===== config.mk =====
export PLATFORM = sky130hd
export DESIGN_NAME = m_rdbuf_flat
export DESIGN_NICKNAME = d
export VERILOG_FILES = /design/src/rtl/m_rdbuf_if.sv /design/src/rtl/m_rdbuf.sv /design/src/flat_wrapper.sv
export SDC_FILE = /design/constraint.sdc
export NUM_CORES = 1
export LEC_CHECK = 0
export CAP_MARGIN = 20
export CORE_AREA = 2 2 65 67
export DETAILED_ROUTE_END_ITERATION = 8
export DIE_AREA = 0 0 67 69
export PLACE_DENSITY = 0.81
export SLEW_MARGIN = 15
export SYNTH_ARGS = -nofsm -noshare
export SYNTH_HDL_FRONTEND = slang
export SYNTH_SLANG_ARGS = --single-unit
export TNS_END_PERCENT = 20

===== constraint.sdc =====
create_clock -name clock -period 3 [get_ports clock]
set_input_delay 0.3 -clock clock [delete_from_list [all_inputs] [get_ports clock]]
set_output_delay 0.3 -clock clock [all_outputs]
set_load 0.01 [all_outputs]

===== src/rtl/m_rdbuf_if.sv =====
// Bus bundle for the read-return buffer.
// The master pushes and acknowledges; the slave (the buffer) reports head and status.
interface m_rdbuf_if #(
  parameter int WIDTH = 8,
  parameter int DEPTH = 4
);
  localparam int AW = $clog2(DEPTH);

  logic             flush;
  logic             wr_stb;
  logic [WIDTH-1:0] wr_data;
  logic             rd_ack;
  logic             rd_valid;
  logic [WIDTH-1:0] rd_data;
  logic [AW:0]      count;
  logic             full;
  logic             ovf;

  modport master (
    output flush, wr_stb, wr_data, rd_ack,
    input  rd_valid, rd_data, count, full, ovf
  );

  modport slave (
    input  flush, wr_stb, wr_data, rd_ack,
    output rd_valid, rd_data, count, full, ovf
  );
endinterface


===== src/rtl/m_rdbuf.sv =====
// Read-return buffer: small synchronous FIFO between the memory data return
// path and the CPU data-in mux. Strobe-in / valid-ack-out, occupancy count,
// sticky overflow flag. All outputs come straight from registers, so there is
// no combinational path from wr_stb, wr_data or rd_ack to any output.
module m_rdbuf #(
  parameter  int WIDTH = 8,
  parameter  int DEPTH = 4,
  localparam int AW    = $clog2(DEPTH)
) (
  input logic      clock,
  input logic      reset,
  m_rdbuf_if.slave bus
);

  localparam logic [AW:0] FULL_CNT = (AW + 1)'(DEPTH);

  logic [WIDTH-1:0] mem_q [DEPTH];
  logic [AW-1:0]    wr_ptr_q, wr_ptr_d;
  logic [AW-1:0]    rd_ptr_q, rd_ptr_d;
  logic [AW:0]      count_q, count_d;
  logic             ovf_q, ovf_d;

  logic is_empty;
  logic is_full;
  logic pop_acc;
  logic push_acc;
  logic push_drop;
  logic wr_en;

  assign is_empty  = (count_q == '0);
  assign is_full   = (count_q == FULL_CNT);
  // A pop needs a valid head; a push into a full buffer is only allowed when
  // the head is leaving in the same cycle, so the new word takes the freed slot.
  assign pop_acc   = bus.rd_ack && !is_empty;
  assign push_acc  = bus.wr_stb && (!is_full || pop_acc);
  assign push_drop = bus.wr_stb && is_full && !pop_acc;
  // Flush discards any push in the same cycle, so storage is left untouched.
  assign wr_en     = push_acc && !bus.flush;

  // Next-state for pointers, occupancy and the sticky overflow flag.
  always_comb begin
    wr_ptr_d = wr_ptr_q;
    rd_ptr_d = rd_ptr_q;
    count_d  = count_q;
    ovf_d    = ovf_q;
    if (bus.flush) begin
      wr_ptr_d = '0;
      rd_ptr_d = '0;
      count_d  = '0;
      ovf_d    = 1'b0;
    end else begin
      if (push_acc) begin
        wr_ptr_d = wr_ptr_q + 1'b1;
      end
      if (pop_acc) begin
        rd_ptr_d = rd_ptr_q + 1'b1;
      end
      if (push_acc && !pop_acc) begin
        count_d = count_q + 1'b1;
      end else if (pop_acc && !push_acc) begin
        count_d = count_q - 1'b1;
      end
      if (push_drop) begin
        ovf_d = 1'b1;
      end
    end
  end

  // Control state register; reset overrides flush and all traffic.
  always_ff @(posedge clock) begin
    if (reset) begin
      wr_ptr_q <= '0;
      rd_ptr_q <= '0;
      count_q  <= '0;
      ovf_q    <= 1'b0;
    end else begin
      wr_ptr_q <= wr_ptr_d;
      rd_ptr_q <= rd_ptr_d;
      count_q  <= count_d;
      ovf_q    <= ovf_d;
    end
  end

  // Storage: cleared by reset (so rd_data reads 0 afterwards), kept on flush.
  always_ff @(posedge clock) begin
    if (reset) begin
      for (int i = 0; i < DEPTH; i++) begin
        mem_q[i] <= '0;
      end
    end else if (wr_en) begin
      mem_q[wr_ptr_q] <= bus.wr_data;
    end
  end

  assign bus.rd_valid = !is_empty;
  assign bus.rd_data  = mem_q[rd_ptr_q];
  assign bus.count    = count_q;
  assign bus.full     = is_full;
  assign bus.ovf      = ovf_q;

endmodule


===== src/flat_wrapper.sv =====
// flat-port wrapper written by rule: the top's interface ports become plain ports
module m_rdbuf_flat 
#(
  parameter  int WIDTH = 8,
  parameter  int DEPTH = 4,
  localparam int AW    = $clog2(DEPTH)
)
  (clock, reset, bus_flush, bus_wr_stb, bus_wr_data, bus_rd_ack, bus_rd_valid, bus_rd_data, bus_count, bus_full, bus_ovf);
  m_rdbuf_if #(.WIDTH(WIDTH), .DEPTH(DEPTH)) bus_i ();
  input logic clock;
  input logic reset;
  input wire logic [$bits(bus_i.flush)-1:0] bus_flush;
  input wire logic [$bits(bus_i.wr_stb)-1:0] bus_wr_stb;
  input wire logic [$bits(bus_i.wr_data)-1:0] bus_wr_data;
  input wire logic [$bits(bus_i.rd_ack)-1:0] bus_rd_ack;
  output wire logic [$bits(bus_i.rd_valid)-1:0] bus_rd_valid;
  output wire logic [$bits(bus_i.rd_data)-1:0] bus_rd_data;
  output wire logic [$bits(bus_i.count)-1:0] bus_count;
  output wire logic [$bits(bus_i.full)-1:0] bus_full;
  output wire logic [$bits(bus_i.ovf)-1:0] bus_ovf;
  assign bus_i.flush = bus_flush;
  assign bus_i.wr_stb = bus_wr_stb;
  assign bus_i.wr_data = bus_wr_data;
  assign bus_i.rd_ack = bus_rd_ack;
  assign bus_rd_valid = bus_i.rd_valid;
  assign bus_rd_data = bus_i.rd_data;
  assign bus_count = bus_i.count;
  assign bus_full = bus_i.full;
  assign bus_ovf = bus_i.ovf;
  m_rdbuf #(.WIDTH(WIDTH), .DEPTH(DEPTH)) u_core (.clock(clock), .reset(reset), .bus(bus_i));
endmodule

==> impl_metrics.csv <==
group,metric,value,unit
final_layout,num-fill-cells,322,
routing,drc,0,
flow_run,cap_violations,0,
clock_tree,clk_pin_slew_worst_paths,0.07,ns
routing,wl,3620,um
floorplanning,die_w,67,um
timing,tightest_slew,0.694,ns
place,dp_hpwl,2550,um
worst_hold_path,worstHoldPathType,"register to register",
pwr,finalPower,1.17,mW
synth,ys_seq_area_frac,0.609,
synth,synth_edf_count,32,
routing,drt_iter0_markers,81,
synth,async_reset_ff_frac,0,
synth,syn-instance-count,133,
timing,timing.hold.ws,0.493,ns
synth,ys_ff_latch,42,
floorplanning,start_util,0.488,
clock_tree,cts.sinks,42,
floorplanning,core-area,3910,sq um
setup_path,r2r-end,"u_core.bus.count[2]",
worst_hold_path,min_from,"u_core.bus.ovf",
pwr,max-vdd-ir-drop,0.000318,V
place,io_buffers,26,
routing,route.detailed.wl_per_inst,17.0,um
pwr,p_per_area,512,nW/um^2
timing,fin_crit_sh,0.790,
global_routing,grt_pass1_wl,5780,um
setup_path,r2r_start,"u_core.bus.count[0]",
final_layout,diodes,0,
synth,ys_types,33,
timing,finalCriticalPeriod,2.37,ns
clock_tree,cts_resized,0,
final_layout,syn2layout_area_growth,19.9,%
clock_tree,h-tree-depth,2,
setup_path,worstPathRequired,3.22,ns
outcome,status,"finished, final reports clean",
setup_path,reg2reg_slack,0.66,ns
routing,final_antenna_net_count,0,
timing,finalClockSkew,0.00146,ns
floorplanning,dieArea,4620,sq um
floorplanning,fp-row-count,23,
synth,synthFlopType,"edfxtp_1",
global_routing,grt_overflow_total,0,
global_routing,grt_pass1_vias,1249,
timing,fin_setup_tns,0,ns
final_layout,nets,177,
timing,slew_headroom,0.537,
clock_tree,hold_buffers,0,
floorplanning,die_h,69,um
worst_hold_path,min_path_cells,2,
synth,ys_warn_count,0,
global_routing,antenna_found_initial,0,
timing,setup_viol,0,
clock_tree,cts_root_buf,"clkbuf_8",
setup_path,endpoint_kind,"register",
synth,synth_nets,148,
clock_tree,worstSkewPairLatency,0.29,ns
setup_path,critPathKind,"primary input to register",
timing,fmax,422,MHz
setup_path,worst-path-max-fanout,5,
clock_tree,cts_max_path_buffers,2,
clock_tree,numCtsBuffers,5,
timing,finalHoldViolations,0,
routing,vias,1188,
synth,avgSynthCellArea,14.3,sq um
timing,drv_slew,0,
synth,syn_area,1910,sq um
global_routing,grt_max_degree,17,
routing,dr.pass1.iters,4,
routing,vias_per_cell,5.58,
clock_tree,cts_tree,"done",
timing,rsz0062_at_grt,"no",
setup_path,worstPathArrival,2.59,ns
setup_path,worstRegToRegCells,8,
global_routing,track_usage,0.172,
floorplanning,io_pins,27,
setup_path,startpoint_type,"primary input",
pwr,cellLeakagePower,0.856,nW
final_layout,drive_above_1_share,0.129,
clock_tree,cts_setup_buffers,0,
place,globalplace.congestion,0.783,
worst_hold_path,min_to,"u_core.bus.ovf",
-- area by class of cell --
class / instances / area (sq um) / share of cell area
flip-flops and latches: 42 / 1160 / 0.507
multi-input cells: 84 / 712 / 0.311
repair buffers: 26 / 260 / 0.114
clock buffers: 6 / 72.6 / 0.0317
well taps: 50 / 62.6 / 0.0273
inverters: 3 / 11.3 / 0.00492
clock inverters: 2 / 8.76 / 0.00383
-- where the power goes --
part	switching (mW)	internal (mW)
clock network	0.177	0.160
registers	0.0209	0.653
logic	0.0722	0.0872
total	0.270	0.901
-- metrics by stage --
step           instance area, sq um   util  setup slack (ns)  instances
2_1_floorplan                  1910      -             0.868        133
3_3_place_gp                   2210  0.564             0.517        205
3_5_place_dp                   2210  0.564             0.338        205
4_1_cts                        2290  0.585             0.581        213
5_1_grt                        2290  0.585             0.550        213
6_report                       2290  0.585             0.631        213
-- sequential cells by signal, indices dropped and copies added, names as in the netlist, named ones only --
register and count:
u_core.mem_q 32, u_core.bus.count 3, u_core.rd_ptr_q 2, u_core.wr_ptr_q 2
u_core.bus.ovf 1
-- cell usage in the layout (no fill, tap or decap), types with 2 or more instances in the layout --
cell type        instances
xor2_1                   4
nor3b_1                  2
a31o_2                   2
and2_1                  24
dfxtp_1                 10
or3_1                    4
nor4b_2                  2
mux4_2                   8
edfxtp_1                32
inv_1                    3
a21o_1                   2
clkbuf_8                 5
a21oi_1                  2
nor2b_1                  2
nand2_1                  2
clkdlybuf4s50_1         26
nor2_1                   8
and3_1                   8
o21ai_0                  2
-- logic make-up (layout without fill, tap and decap cells) --
kind of cell	count (synthesis)	after routing	synth area share
adder cells (fa/ha/maj)	2	2	0.0170
multiplexers	9	9	0.0997
flip-flops	42	42	0.609
buffers and inverters	7	37	0.0184
AND/OR/NAND/NOR	57	57	0.194
AO/OA/AOI/OAI	12	12	0.0439
XOR/XNOR	4	4	0.0184
-- synthesized netlist by cell type, types with 2 or more instances --
cell type	count	area [sq um]
a21o_1	2	15.0
a21oi_1	2	10.0
a31o_2	2	17.5
and2_1	24	150
and3_1	8	50.1
dfxtp_1	10	200
edfxtp_1	32	961
inv_1	3	11.3
mux4_2	8	180
nand2_1	2	7.51
nor2_1	8	30.0
nor2b_1	2	12.5
nor3b_1	2	15.0
nor4b_2	2	30.0
o21ai_0	2	10.0
or3_1	4	25.0
xor2_1	4	35.0
-- metal layers --
| layer | global-route usage | up-vias | wire [um] |
|---|---|---|---|
| met5 | 0 | - | 0 |
| met4 | 0.0839 | 0 | 72 |
| met3 | 0.0408 | 7 | 175 |
| met2 | 0.282 | 41 | 1840 |
| met1 | 0.210 | 581 | 1540 |
| li1 | - | 559 | - |
-- critical path, stage by stage --
cell and delay (ns):
clkdlybuf4s50_1 0.48, or4b_1 0.53, and2_1 0.23, ha_1 0.23, inv_1 0.08, fa_1 0.20
xor2_1 0.09, or3_1 0.31, a21oi_1 0.15
-- worst max path at each step --
stage / start / end / slack (ns) / cells past startpoint
floorplan: u_core.bus.count[0] / u_core.bus.count[2] / 0.87 / 8
global placement: bus_rd_ack / u_core.bus.count[2] / 0.52 / 9
detailed placement: bus_rd_ack / u_core.bus.count[2] / 0.34 / 9
CTS: register / bus_rd_data[5] / 0.58 / 2
global route: register / bus_rd_data[5] / 0.55 / 2
finish: bus_rd_ack / u_core.bus.count[2] / 0.63 / 9
No activity file was read; power rests on OpenSTA's default activity.
